$ cat src/rtl/multi_edge_pulse_gen.sv
// Multi-channel edge-to-pulse converter with per-channel sync, edge mode and retrigger.
// Optional sticky retrigger flag enabled with `define MEP_OVF_FLAG_EN.
module multi_edge_pulse_gen #(
  parameter int NUM_CH      = 4,
  parameter int SYNC_STAGES = 2,
  parameter int PULSE_LEN   = 1
) (
  input  logic                  CLK,
  input  logic                  RST,
  input  logic [NUM_CH-1:0]     LVL_SIG,
  input  logic [2*NUM_CH-1:0]   EDGE_MODE,
  input  logic [NUM_CH-1:0]     OVF_CLR,
  output logic [NUM_CH-1:0]     PULSE_SIG,
  output logic [NUM_CH-1:0]     OVF
);

  localparam int CW = $clog2(PULSE_LEN + 1);
  localparam logic [CW-1:0] LOAD = CW'(PULSE_LEN);
  localparam logic [CW-1:0] ONE  = CW'(1);

  logic [NUM_CH-1:0] s;
  logic [NUM_CH-1:0] d;

  if (SYNC_STAGES == 0) begin : g_nosync
    assign s = LVL_SIG;
  end else begin : g_sync
    logic [NUM_CH-1:0] sync_q [SYNC_STAGES];

    always_ff @(posedge CLK or negedge RST) begin
      if (!RST) begin
        for (int i = 0; i < SYNC_STAGES; i++)
          sync_q[i] <= '0;
      end else begin
        sync_q[0] <= LVL_SIG;
        for (int i = 1; i < SYNC_STAGES; i++)
          sync_q[i] <= sync_q[i-1];
      end
    end

    assign s = sync_q[SYNC_STAGES-1];
  end

  // History tracks S in every mode so re-enabling never sees a stale edge.
  always_ff @(posedge CLK or negedge RST) begin
    if (!RST) d <= '0;
    else      d <= s;
  end

`ifndef MEP_OVF_FLAG_EN
  logic unused_ovf_clr;
  assign unused_ovf_clr = ^OVF_CLR;
`endif

  for (genvar c = 0; c < NUM_CH; c++) begin : g_ch
    logic [1:0]    mode;
    logic          rise;
    logic          fall;
    logic          tr;
    logic          busy;
    logic [CW-1:0] cnt;
    logic          pulse_q;

    assign mode = EDGE_MODE[2*c +: 2];
    assign rise = s[c] & ~d[c];
    assign fall = ~s[c] & d[c];
    assign busy = (cnt > ONE);

    always_comb begin
      tr = 1'b0;
      unique case (mode)
        2'b00: tr = rise;
        2'b01: tr = fall;
        2'b10: tr = rise | fall;
        2'b11: tr = 1'b0;
      endcase
    end

    always_ff @(posedge CLK or negedge RST) begin
      if (!RST) begin
        cnt     <= '0;
        pulse_q <= 1'b0;
      end else begin
        if (tr)
          cnt <= LOAD;
        else if (cnt != '0)
          cnt <= cnt - ONE;
        pulse_q <= tr | busy;
      end
    end

    assign PULSE_SIG[c] = pulse_q;

`ifdef MEP_OVF_FLAG_EN
    logic ovf_q;

    // Set beats clear when a retrigger lands on the same edge.
    always_ff @(posedge CLK or negedge RST) begin
      if (!RST)
        ovf_q <= 1'b0;
      else if (tr && busy)
        ovf_q <= 1'b1;
      else if (OVF_CLR[c])
        ovf_q <= 1'b0;
    end

    assign OVF[c] = ovf_q;
`else
    assign OVF[c] = 1'b0;
`endif
  end

endmodule

$ cat config.mk
export PLATFORM = sky130hd
export DESIGN_NAME = multi_edge_pulse_gen
export DESIGN_NICKNAME = d
export VERILOG_FILES = /design/src/rtl/multi_edge_pulse_gen.sv
export SDC_FILE = /design/constraint.sdc
export NUM_CORES = 1
export LEC_CHECK = 0
export CORE_MARGIN = 1.5
export CORE_UTILIZATION = 50
export CTS_CLUSTER_SIZE = 14
export DETAILED_ROUTE_END_ITERATION = 7
export DONT_BUFFER_PORTS = 1
export SYNTH_ARGS = -nofsm -noshare
export SYNTH_HDL_FRONTEND = slang
export SYNTH_SLANG_ARGS = --single-unit
$ cat constraint.sdc
create_clock -name CLK -period 2.5 [get_ports CLK]
set_clock_uncertainty 0.15 [all_clocks]
set_input_delay 0.625 -clock CLK [delete_from_list [all_inputs] [get_ports CLK]]
set_output_delay 0.625 -clock CLK [all_outputs]
set_load 0.1 [all_outputs]
After elaboration in Yosys (flattened, before gate mapping)
Index checks and enable logic that the tools add are counted.
Storage, ports and cells
  register bits: 20
  word-level logic and storage cells: 71
Operators by class
  add/sub/neg operators: 4
  magnitude comparators: 4
  equality and inequality tests: 12
  muxes and demuxes: 12
  bitwise operators: 24
  reductions and logical operators: 4
Operators with widths (number)
  2-bit equality test (second input constant): 8
  1-bit case mux with 4 select lines: 4
  1-bit AND: 8
  2-bit by 1-bit equality test with 1-bit output (second input constant): 4
  2-bit logical NOT: 4
  1-bit 2-to-1 mux: 8
  1-bit NOT: 8
  1-bit bitwise OR: 8
  1-bit > comparator (second input constant): 4
  1-bit subtractor (second input constant): 4

Longest topological paths before layout
  depth after elaboration: 5
  depth in mapped cells: 5
  gate-level depth less buffers: 5

Worst setup path after synthesis
No wires, ideal clock.
  path type: reg-to-output
  from: register g_ch[0].cnt (netlist name)
  to: output port PULSE_SIG[0]
  data arrival time: 0.574 ns
  required time: 1.725 ns
  path slack: 1.151 ns
  cell stages (with the launch flop): 2
  buffers on the path: 1
  path through: dfrtp_1 -> buf_4
RTL lines
  end: declaration: RTL line 13  | output logic [NUM_CH-1:0] PULSE_SIG,

==> out/qor.yml <==
cts:
  cts-resized-gates: 0
  ctsHoldBuffers: 1
  clk_pin_slew_ps: 90
  clk_latency_ps: 280
  cts.sinks: 16
  cts_buffers: 3
  post_cts_buffers: 0
  htreeDepth: 1
  cts_buffer_depth: 2
  cts_tree: "done"
  cts-root-buf: "clkbuf_4"
sta:
  hold_viol_final: 0
  fin_crit_sh: 0.674
  worstMarginPinSlew_ps: 667
  slew_viol_final: 0
  layout_min_cycle_time_ps: 1690
  setup_tns_ps: 0
  clock.fmax_mhz: 593
  slew_headroom: 0.554
  setup_viol: 0
  rsz0062_at_grt: "false"
setup_path:
  path_buf_inv: 1
  critPathMaxFanout: 1
  critical-path-top-delay-family: "flip-flops"
  reg2reg_to: "g_ch[3].cnt$_DFF_PN0_"
  critPathLaunchType: "register"
  critical_path.cell_chain: "buf_4"
  crit_arrival_ps: 910
  critical-path-slowest-cell: "dfrtp_1"
  cp_slowest_stage_delay_ps: 340
  r2r-start: "s[3]$_DFF_PN0_"
  critical_path_class: "reg2out"
  r2r_slack_ps: 1290
  cp_data_required_time_ps: 1730
  end_kind: "primary output"
  reg2reg_depth: 4
power_and_ir_drop:
  swShare: 0.305
  p_switching_uw: 168
  internal_power_uw: 382
  seqPwrFrac: 0.510
  power.density_mw_per_mm2: 747
  clock_power_share: 0.298
  pwr-share-comb: 0.192
  leakage_nw: 0.407
  p_total_uw: 550
  ir_drop_uv: 417
global_route:
  grt_antenna_before_repair: 0
  grt_pass1_vias: 358
  grt_pass1_wl_um: 1300
  grt_use_total: 0.135
  gr-total-overflow: 0
  grt_max_degree: 17
routing:
  wirelength_um: 833
  routedWlPerCell_um: 11.0
  antenna_left: 0
  route.vias.total: 353
  drt_iter0_markers: 0
  via_per_inst: 4.64
  drc: 0
  first_pass_iters: 1
hold_path:
  min-delay-start: "g_sync.sync_q[5]$_DFF_PN0_"
  hold_path_class: "reg2reg"
  holdPathEnd: "s[1]$_DFF_PN0_"
  whs_path_depth: 0
finish:
  area_growth_syn_to_layout_pct: 6.70
  final_cells: 76
  fin_nets: 88
  antenna_cells: 0
  design_area_um2: 737
  drive_above_1_share: 0.131
  postLayoutCoreUtil: 0.566
synth:
  synth.top_cell.area_share: 0.580
  synthTopCellsByArea: "dfrtp_1 58%, ha_1 14%, buf_4 8.7%"
  synth.distinct_cells: 12
  synthCells: 57
  ys_ff_latch: 16
  syn-cell-area_um2: 691
  yosys.area.top_type: "dfrtp_1"
  syn_avg_cell_area_um2: 12.1
  ys_warn_count: 0
  synth_seq_area_share: 0.580
placement:
  numPortBuffers: 0
  dp_hpwl_um: 722
  routabilityCongestion: 0.583
  post_dp_cell_area_um2: 691
  place_inst: 71
floorplanning:
  std_cell_rows: 13
  die_area_mm2: 0.00161
  die_y_um: 40.2
  io-pin-count: 26
  die_w_um: 40.2
  core_area_mm2: 0.00130
  initial_utilization: 0.531
status:
  status: "finished clean"
job:
  max-cap-violations: 0
## layout make-up
cell class,instances,area (um2)
Fill cell,108,564
Clock buffer,4,36.3
Sequential cell,16,400
Multi-Input combinational cell,25,200
Tap cell,15,18.8
Inverter,11,41.3
Timing Repair Buffer,5,40.0
## power by group through the flow
stage | combinational, mW | sequential, mW | clock (mW)
2_1_floorplan | 0.100 | 0.284 | 0
3_3_place_gp | 0.0975 | 0.285 | 0
3_5_place_dp | 0.101 | 0.287 | 0
4_1_cts | 0.107 | 0.281 | 0.171
5_1_grt | 0.113 | 0.283 | 0.181
6_report | 0.106 | 0.281 | 0.164
## cells in the mapped netlist
library cell and number:
dfrtp_1 16, inv_1 11, buf_4 8, ha_1 8, mux2i_1 4, nand2_1 3
o22ai_1 2, conb_1 1, nand3b_1 1, nor2_1 1, o21ai_0 1, o21ai_1 1
## placed cells by master, fill, tap and decap left out
cell            n
o22ai_1         2
buf_4           4
mux2i_1         4
o21ai_0         1
dlygate4sd3_1   1
nor2_1          1
ha_1            8
conb_1          4
nand3b_1        1
dfrtp_1        16
clkbuf_4        3
clkbuf_8        1
nand2_1         3
o21ai_1         1
inv_1          11
## stage by stage
step / hold slack, ps / worst slack, ps
global placement: 180 / 1140
floorplan: 179 / 1150
CTS: 199 / 786
detailed placement: 180 / 1110
global route: 193 / 770
finish: 204 / 814
## routing by layer
metal | track usage | vias to the layer above | wire length, um
met5 | 0 | - | 0
met4 | 0.103 | 0 | 4
met3 | 0.0333 | 2 | 61
met2 | 0.254 | 15 | 486
met1 | 0.119 | 165 | 281
li1 | - | 171 | -
## cell families (layout without fill, tap and decap cells)
family | count (synthesis) | in the layout | share of synthesized area
simple gates | 5 | 5 | 0.0326
compound gates | 4 | 4 | 0.0326
flops | 16 | 16 | 0.580
mux | 4 | 4 | 0.0580
buf+inv | 19 | 20 | 0.147
other cells | 1 | 4 | 0.00543
fa+ha+maj | 8 | 8 | 0.145
## worst max path at each step
stage	cells past startpoint	to	start	slack [ps]
detailed placement	1	PULSE_SIG[0]	g_ch[0].cnt$_DFF_PN0_	1110
global route	1	PULSE_SIG[0]	g_ch[0].cnt$_DFF_PN0_	770
floorplan	1	PULSE_SIG[0]	g_ch[0].cnt$_DFF_PN0_	1150
finish	1	PULSE_SIG[0]	g_ch[0].cnt$_DFF_PN0_	810
CTS	1	PULSE_SIG[0]	g_ch[0].cnt$_DFF_PN0_	790
global placement	1	PULSE_SIG[1]	g_ch[1].cnt$_DFF_PN0_	1140
## flip-flops by register name (all words and copies together) (netlist names)
signal	cells
g_sync.sync_q	4
s	4
g_ch.cnt	4
d	4
No activity file was read; power rests on OpenSTA's default activity.
